**config.mk**
```make
export PLATFORM = sky130hd
export DESIGN_NAME = seq_divider
export DESIGN_NICKNAME = d
export VERILOG_FILES = /design/src/rtl/seq_divider.sv
export SDC_FILE = /design/constraint.sdc
export NUM_CORES = 1
export LEC_CHECK = 0
export ABC_AREA = 0
export CORE_AREA = 5 5 117 202
export DETAILED_ROUTE_END_ITERATION = 10
export DIE_AREA = 0 0 122 207
export GPL_TIMING_DRIVEN = 0
export PLACE_DENSITY = 0.78
export RECOVER_POWER = 100
export SLEW_MARGIN = 20
export SYNTH_ARGS = -nofsm -noshare
export SYNTH_HDL_FRONTEND = slang
export SYNTH_SLANG_ARGS = --single-unit
```
**constraint.sdc**
```tcl
create_clock -name clock -period 5 [get_ports clock]
set_input_delay 1.25 -clock clock [delete_from_list [all_inputs] [get_ports clock]]
set_output_delay 1.25 -clock clock [all_outputs]
set_load 0.1 [all_outputs]
```
**src/rtl/seq_divider.sv**
```systemverilog
// seq_divider: iterative restoring divider for the multdiv unit.
// Works on operand magnitudes, one trial subtraction per clock, then applies
// result signs in a single fix-up cycle. Divide-by-zero completes immediately.
module seq_divider #(
    parameter int WIDTH = 32
) (
    input  logic             clock,
    input  logic             reset_n,
    input  logic             start,
    input  logic             signed_op,
    input  logic [WIDTH-1:0] dividend,
    input  logic [WIDTH-1:0] divisor,
    output logic [WIDTH-1:0] quotient,
    output logic [WIDTH-1:0] remainder,
    output logic             busy,
    output logic             done,
    output logic             div_zero
);

    localparam logic [1:0] S_IDLE = 2'd0;
    localparam logic [1:0] S_RUN  = 2'd1;
    localparam logic [1:0] S_FIX  = 2'd2;
    localparam logic [1:0] S_DONE = 2'd3;

    localparam int CW = $clog2(WIDTH + 1);
    localparam logic [CW-1:0] LAST_STEP = CW'(WIDTH - 1);

    logic [1:0]       state_reg;
    logic [CW-1:0]    count_reg;
    logic [WIDTH-1:0] rem_reg;
    logic [WIDTH-1:0] quo_reg;
    logic [WIDTH-1:0] mag_b_reg;
    logic             sign_q_reg;
    logic             sign_r_reg;

    logic             neg_a;
    logic             neg_b;
    logic [WIDTH-1:0] mag_a;
    logic [WIDTH-1:0] mag_b;
    logic [WIDTH:0]   shifted;
    logic [WIDTH:0]   trial;
    logic             trial_ok;

    // Operand magnitudes: negate only negative operands of a signed divide.
    // The most negative value negates to itself, which is its correct
    // unsigned magnitude.
    always_comb begin
        neg_a = signed_op & dividend[WIDTH-1];
        neg_b = signed_op & divisor[WIDTH-1];
        mag_a = neg_a ? (~dividend + 1'b1) : dividend;
        mag_b = neg_b ? (~divisor + 1'b1) : divisor;
    end

    // One restoring step: shift the next quotient bit into R and trial-subtract
    // the divisor magnitude on WIDTH+1 bits; the top bit is the borrow.
    always_comb begin
        shifted  = {rem_reg, quo_reg[WIDTH-1]};
        trial    = shifted - {1'b0, mag_b_reg};
        trial_ok = ~trial[WIDTH];
    end

    // Control FSM and datapath registers.
    always_ff @(posedge clock or negedge reset_n) begin
        if (!reset_n) begin
            state_reg  <= S_IDLE;
            count_reg  <= '0;
            rem_reg    <= '0;
            quo_reg    <= '0;
            mag_b_reg  <= '0;
            sign_q_reg <= 1'b0;
            sign_r_reg <= 1'b0;
            quotient   <= '0;
            remainder  <= '0;
            busy       <= 1'b0;
            done       <= 1'b0;
            div_zero   <= 1'b0;
        end else begin
            case (state_reg)
                S_IDLE: begin
                    if (start) begin
                        busy      <= 1'b1;
                        count_reg <= '0;
                        if (divisor == '0) begin
                            // No iterations needed; report straight away.
                            quotient  <= '0;
                            remainder <= dividend;
                            div_zero  <= 1'b1;
                            done      <= 1'b1;
                            state_reg <= S_DONE;
                        end else begin
                            rem_reg    <= '0;
                            quo_reg    <= mag_a;
                            mag_b_reg  <= mag_b;
                            sign_q_reg <= neg_a ^ neg_b;
                            sign_r_reg <= neg_a;
                            state_reg  <= S_RUN;
                        end
                    end
                end
                S_RUN: begin
                    // Q doubles as the dividend shift register: its MSB feeds R
                    // and the new quotient bit enters at the LSB.
                    rem_reg   <= trial_ok ? trial[WIDTH-1:0] : shifted[WIDTH-1:0];
                    quo_reg   <= {quo_reg[WIDTH-2:0], trial_ok};
                    count_reg <= count_reg + 1'b1;
                    if (count_reg == LAST_STEP) begin
                        state_reg <= S_FIX;
                    end
                end
                S_FIX: begin
                    // Truncation toward zero: remainder takes the dividend sign.
                    quotient  <= sign_q_reg ? (~quo_reg + 1'b1) : quo_reg;
                    remainder <= sign_r_reg ? (~rem_reg + 1'b1) : rem_reg;
                    div_zero  <= 1'b0;
                    done      <= 1'b1;
                    state_reg <= S_DONE;
                end
                default: begin
                    // S_DONE: one-cycle pulse; start here is deliberately dropped.
                    done      <= 1'b0;
                    busy      <= 1'b0;
                    state_reg <= S_IDLE;
                end
            endcase
        end
    end

endmodule

```
# == Word-level counts from Yosys, hierarchy flattened ==
# Index checks and enable logic that the tools add are counted.
# totals
ff_bits,173
inputBits,68
wordCells,77
# classes
add_sub_neg,6
eq_ne,7
muxes,29
bitwise,11
n_reduce_logical,12
# op_table
cell,n
2-to-1 mux 32 bit,13
one-hot mux 32 bit (2 select lines),4
"adder 32 x 1 -> 32 bit, second input constant",4
NOT 32 bit,4
subtractor 33 x 32 -> 33 bit,1
zero test 32 bit,1
one-hot mux 6 bit (2 select lines),1
AND reduction 3 bit,4
"inequality test 2 bit, second input constant",4
"adder 6 x 1 -> 6 bit, second input constant",1
"== test 6 x 5 -> 1 bit, second input constant",1
2-to-1 mux 2 bit,3
2-to-1 mux 6 bit,1
one-hot mux 2 bit (3 select lines),1
AND reduction 2 bit,3
NOT 1 bit,4
one-hot mux 1 bit (2 select lines),2
nonzero test 2 bit,2
2-to-1 mux 1 bit,3
one-hot mux 1 bit (3 select lines),1
bitwise AND 1 bit,2
"== test 2 x 1 -> 1 bit, second input constant",1
"== test 2 bit, second input constant",1
zero test 2 bit,1
other kinds (2),2

# == Depth between registers and ports, before layout ==
# depth
depth_word,6
depth_mapped,14
mapped_depth_nobuf,12

# == Least setup slack after synthesis ==
# OpenSTA, ideal clock, no wires.
# synth_path
kind,input to register
startpoint,in divisor[13]
endpoint,reg mag_b_reg[29]
arrival_ns,3.389
required_time_ns,4.863
slack_ns,1.475
path_stages,8
path_buffers,0
cell_sequence,or4_4 > or4_4 > or3_4 > nor4_4 > nand2_2 > o31ai_4 > xor2_1 > a21oi_1
# synth_via
elab_chain_cells,3
elab_cells_between_ends,6
cone_classes,1 x add/sub; 1 x mux; 2 x bitwise; 2 x reduce/logical
# synth_rtl
item,line,source
"start, declared",12,"input logic [WIDTH-1:0] divisor,"
NOT 32 bit or zero test 32 bit (tied branches),"51, 83",
adder 32 x 1 -> 32 bit or NOT 1 bit (tied branches),-,
2-to-1 mux 32 bit or AND reduction 3 bit (tied branches),-,
"end signal, assigned",93,mag_b_reg <= mag_b;
"end, declared",32,logic [WIDTH-1:0] mag_b_reg;
# Parallel ways exist; a longest one is shown, timed or not.
# A chain may end at the register's enable or synchronous reset.

# == Worst setup path after layout ==
# layout_path
startpoint,in divisor[13]
endpoint,reg rem_reg[7]
# layout_via
elab_chain_cells,3
# layout_rtl
item,line,source
zero test 32 bit,83,if (divisor == '0) begin
inequality test 2 bit (no line),-,
AND reduction 3 bit (no line),-,
"end signal, assigned",103,rem_reg <= trial_ok ? trial[WIDTH-1:0] : shifted[WIDTH-1:0];
"end, declared",30,logic [WIDTH-1:0] rem_reg;
# No other way between the ends.

==> impl_metrics.yaml <==
timing:
  setup_ws_ns: 0.348
  setup_violations: 0
  skew_ns: 0.00875
  period_share: 0.930
  hold_viol_final: 0
  grt_setup_unrepaired: "no"
  fmax_mhz: 215
  slew_violations: 80
  maxSlewHeadroom: -0.380
  hold_ws_ns: 0.470
  fin_crit_ns: 4.65
  worst_pin_slew_ns: 2.07
  setup_tns_ns: 0
yosys:
  synth_edf_count: 0
  synth-main-ff-cell: "dfrtp_1"
  netlist-cell-type-count: 74
  async_flop_share: 1.00
  ys.warnings.count: 0
  synth_nets: 1528
  yosys-top-cells-area: "dfrtp_1 (37%), o21ai_0 (8.4%), a21oi_1 (6.2%)"
  yosysTopAreaCellShare: 0.367
  synth-seq-area-share: 0.367
  muxShareOfSynthArea: 0.0180
  avgSynthCellArea_um2: 8.31
  netlist_instances: 1418
  yosysTopAreaCell: "dfrtp_1"
  synth-xor-area-share: 0.106
  synth-compound-area-share: 0.233
  synth_simple_gate_area_share: 0.182
  synth_top_family_by_area: "compound AO/OA/AOI/OAI gates"
  synth_area_um2: 11800
  synth_adder_area_share: 0.0452
  synth.ff_latch_count: 173
power:
  sw_frac_of_total: 0.555
  leakage_nw: 5.98
  power_density_nw_per_um2: 675
  pwr-share-seq: 0.255
  switchingPower_mw: 5.27
  p_comb_frac: 0.603
  internal_power_mw: 4.23
  peakVddDrop_mv: 0.354
  power.share.clock: 0.142
drt:
  top_layer: "met4"
  ant_nets: 0
  viasPerCell: 6.02
  wl_met3_um: 1950
  wl_met1_um: 12000
  wire_per_inst_um: 19.7
  wl_um: 37000
  wl_met2_um: 19600
  vias: 11300
  first_iter_violations: 879
  drc: 0
  firstDrtPassIters: 5
clocking:
  postCtsHoldBufs: 0
  cts.repair.resized: 0
  htree_levels: 4
  clock_path_buffers: 2
  clock-sinks: 173
  tritoncts: "built"
  cts.reportedPaths.clkPinSlew_ns: 0.07
  cts_inserted_buffers: 17
  clk-insertion-delay-late_ns: 0.44
  post_cts_buffers: 0
  root_buffer: "clkbuf_16"
critical_path:
  ff2ff_path_depth: 12
  crit_chain: "dlygate4sd3_1, or4_1, or4_4, nor4_1, and4b_1, buf_4, nor2_1, nor2_4, buf_4, clkbuf_2, nand2_1, o21ai_0"
  path_depth: 12
  path_buf_inv: 4
  crit_path_start_kind: "input port"
  path_class: "input port to register"
  path_delay_family: "simple AND/OR/NAND/NOR gates"
  path_common_cell: "buf_4"
  crit_required_ns: 5.35
  path_max_fanout: 10
  max_stage_delay_ns: 0.62
  crit_arrival_ns: 5.01
  critPathSlowestCell: "or4_1"
  worst_setup_path_end_kind: "register"
status:
  status: "finished with violations"
  violations: "capacitance limit, slew limit"
worst_hold_path:
  min_path_type: "register to register"
  holdPathStages: 2
die:
  initial_utilization: 0.539
  ios: 135
  die_w_um: 122
  die_h_um: 207
  core_um2: 21900
  row_count: 72
  die_area_um2: 25300
global_route:
  track_usage: 0.297
  grt_pass1_wl_um: 58600
  antenna_found_initial: 0
  grt_max_degree: 95
  grt_overflow_total: 0
  grt_pass1_vias: 11500
layout:
  nets: 1682
  stdcell_count: 1881
  final_area_um2: 14100
  drive_above_1_share: 0.0486
  area_delta_synth_final_pct: 19.4
  diodes: 0
  fillerInstances: 1870
placed_design:
  dp.cells: 1849
  pre_cts_slack_ns: 0.241
  place_congestion: 1.01
  dp_hpwl_um: 29600
  dpl_cell_area_um2: 13500
  numPortBuffers: 134
job:
  cap_violations: 1
## worst min-delay path: stages, from the launching register on
cell     delay, ns
dfrtp_1       0.34
nand2_1       0.04
o21ai_0       0.05
## cell type report
| class | count | area [um2] | area share |
|---|---|---|---|
| Buffer | 80 | 348 | 0.0247 |
| Clock buffer | 18 | 429 | 0.0305 |
| Clock inverter | 14 | 160 | 0.0114 |
| Inverter | 56 | 210 | 0.0149 |
| Multi-Input combinational cell | 1109 | 6860 | 0.488 |
| Sequential cell | 173 | 4330 | 0.308 |
| Tap cell | 296 | 370 | 0.0263 |
| Timing Repair Buffer | 135 | 1360 | 0.0969 |
## kinds of logic after synthesis
| kind of cell | after synthesis |
|---|---|
| flops | 173 |
| compound gates | 474 |
| buf+inv | 136 |
| xor+xnor | 143 |
| simple gates | 429 |
| mux | 21 |
| fa+ha+maj | 42 |
## path summary, 6_finish.rpt
path | from | to | slack, ns
max in group asynchronous | reset_n | remainder[30] | 2.31
min | quotient[30] | quotient[30] | 0.47
min in group asynchronous | reset_n | mag_b_reg[4] | 1.39
max reg2reg | quo_reg[31] | rem_reg[26] | 1.40
min reg2reg | quotient[30] | quotient[30] | 0.47
max | divisor[13] | rem_reg[7] | 0.35
## metal layers
| layer | vias to the layer above | track usage |
|---|---|---|
| li1 | 5371 | - |
| met1 | 5319 | 0.280 |
| met2 | 450 | 0.538 |
| met3 | 179 | 0.0483 |
| met4 | 0 | 0.256 |
| met5 | - | 0 |
## synthesized netlist by cell type, types with 20 or more instances
library cell / n
nor3_1: 29
clkbuf_1: 47
a21oi_1: 146
o21ai_0: 199
nor3b_1: 31
inv_1: 55
nand2_1: 165
xor2_1: 82
or3_1: 23
buf_2: 20
dfrtp_1: 173
o31ai_1: 37
ha_1: 41
xnor2_1: 61
nor2_1: 80
## placed cells by master (no fill, tap or decap), drive strengths merged, types with 12 or more instances in the layout
master / netlist / layout
clkbuf: 50 / 73
buf: 30 / 27
dlygate4sd3: 0 / 70
xnor2: 61 / 61
dfrtp: 173 / 173
mux2i: 19 / 19
xor2: 82 / 82
a31oi: 14 / 14
or4: 16 / 16
nor4: 16 / 16
nor3b: 31 / 31
o31ai: 39 / 39
nand2: 166 / 166
a21oi: 146 / 146
nor2: 83 / 83
nand3: 12 / 12
or3: 24 / 24
clkdlybuf4s50: 0 / 63
nor3: 29 / 29
nand2b: 13 / 13
o21ai: 207 / 207
inv: 56 / 60
ha: 41 / 41
a21o: 13 / 13
## power by group through the flow
stage	registers (mW)	clock network [mW]	logic (mW)
finish	2.42	1.35	5.73
global route	2.48	1.42	6.15
CTS	2.42	1.35	5.81
detailed placement	2.44	0	5.79
global placement	2.43	0	5.68
floorplan	4.00	0	2.53
## metrics by stage
| step | util | power, mW |
|---|---|---|
| global route | 0.643 | 10.0 |
| CTS | 0.645 | 9.58 |
| global placement | 0.617 | 8.11 |
| finish | 0.643 | 9.51 |
| floorplan | - | 6.53 |
| detailed placement | 0.618 | 8.23 |
No activity file was read; power rests on OpenSTA's default activity.
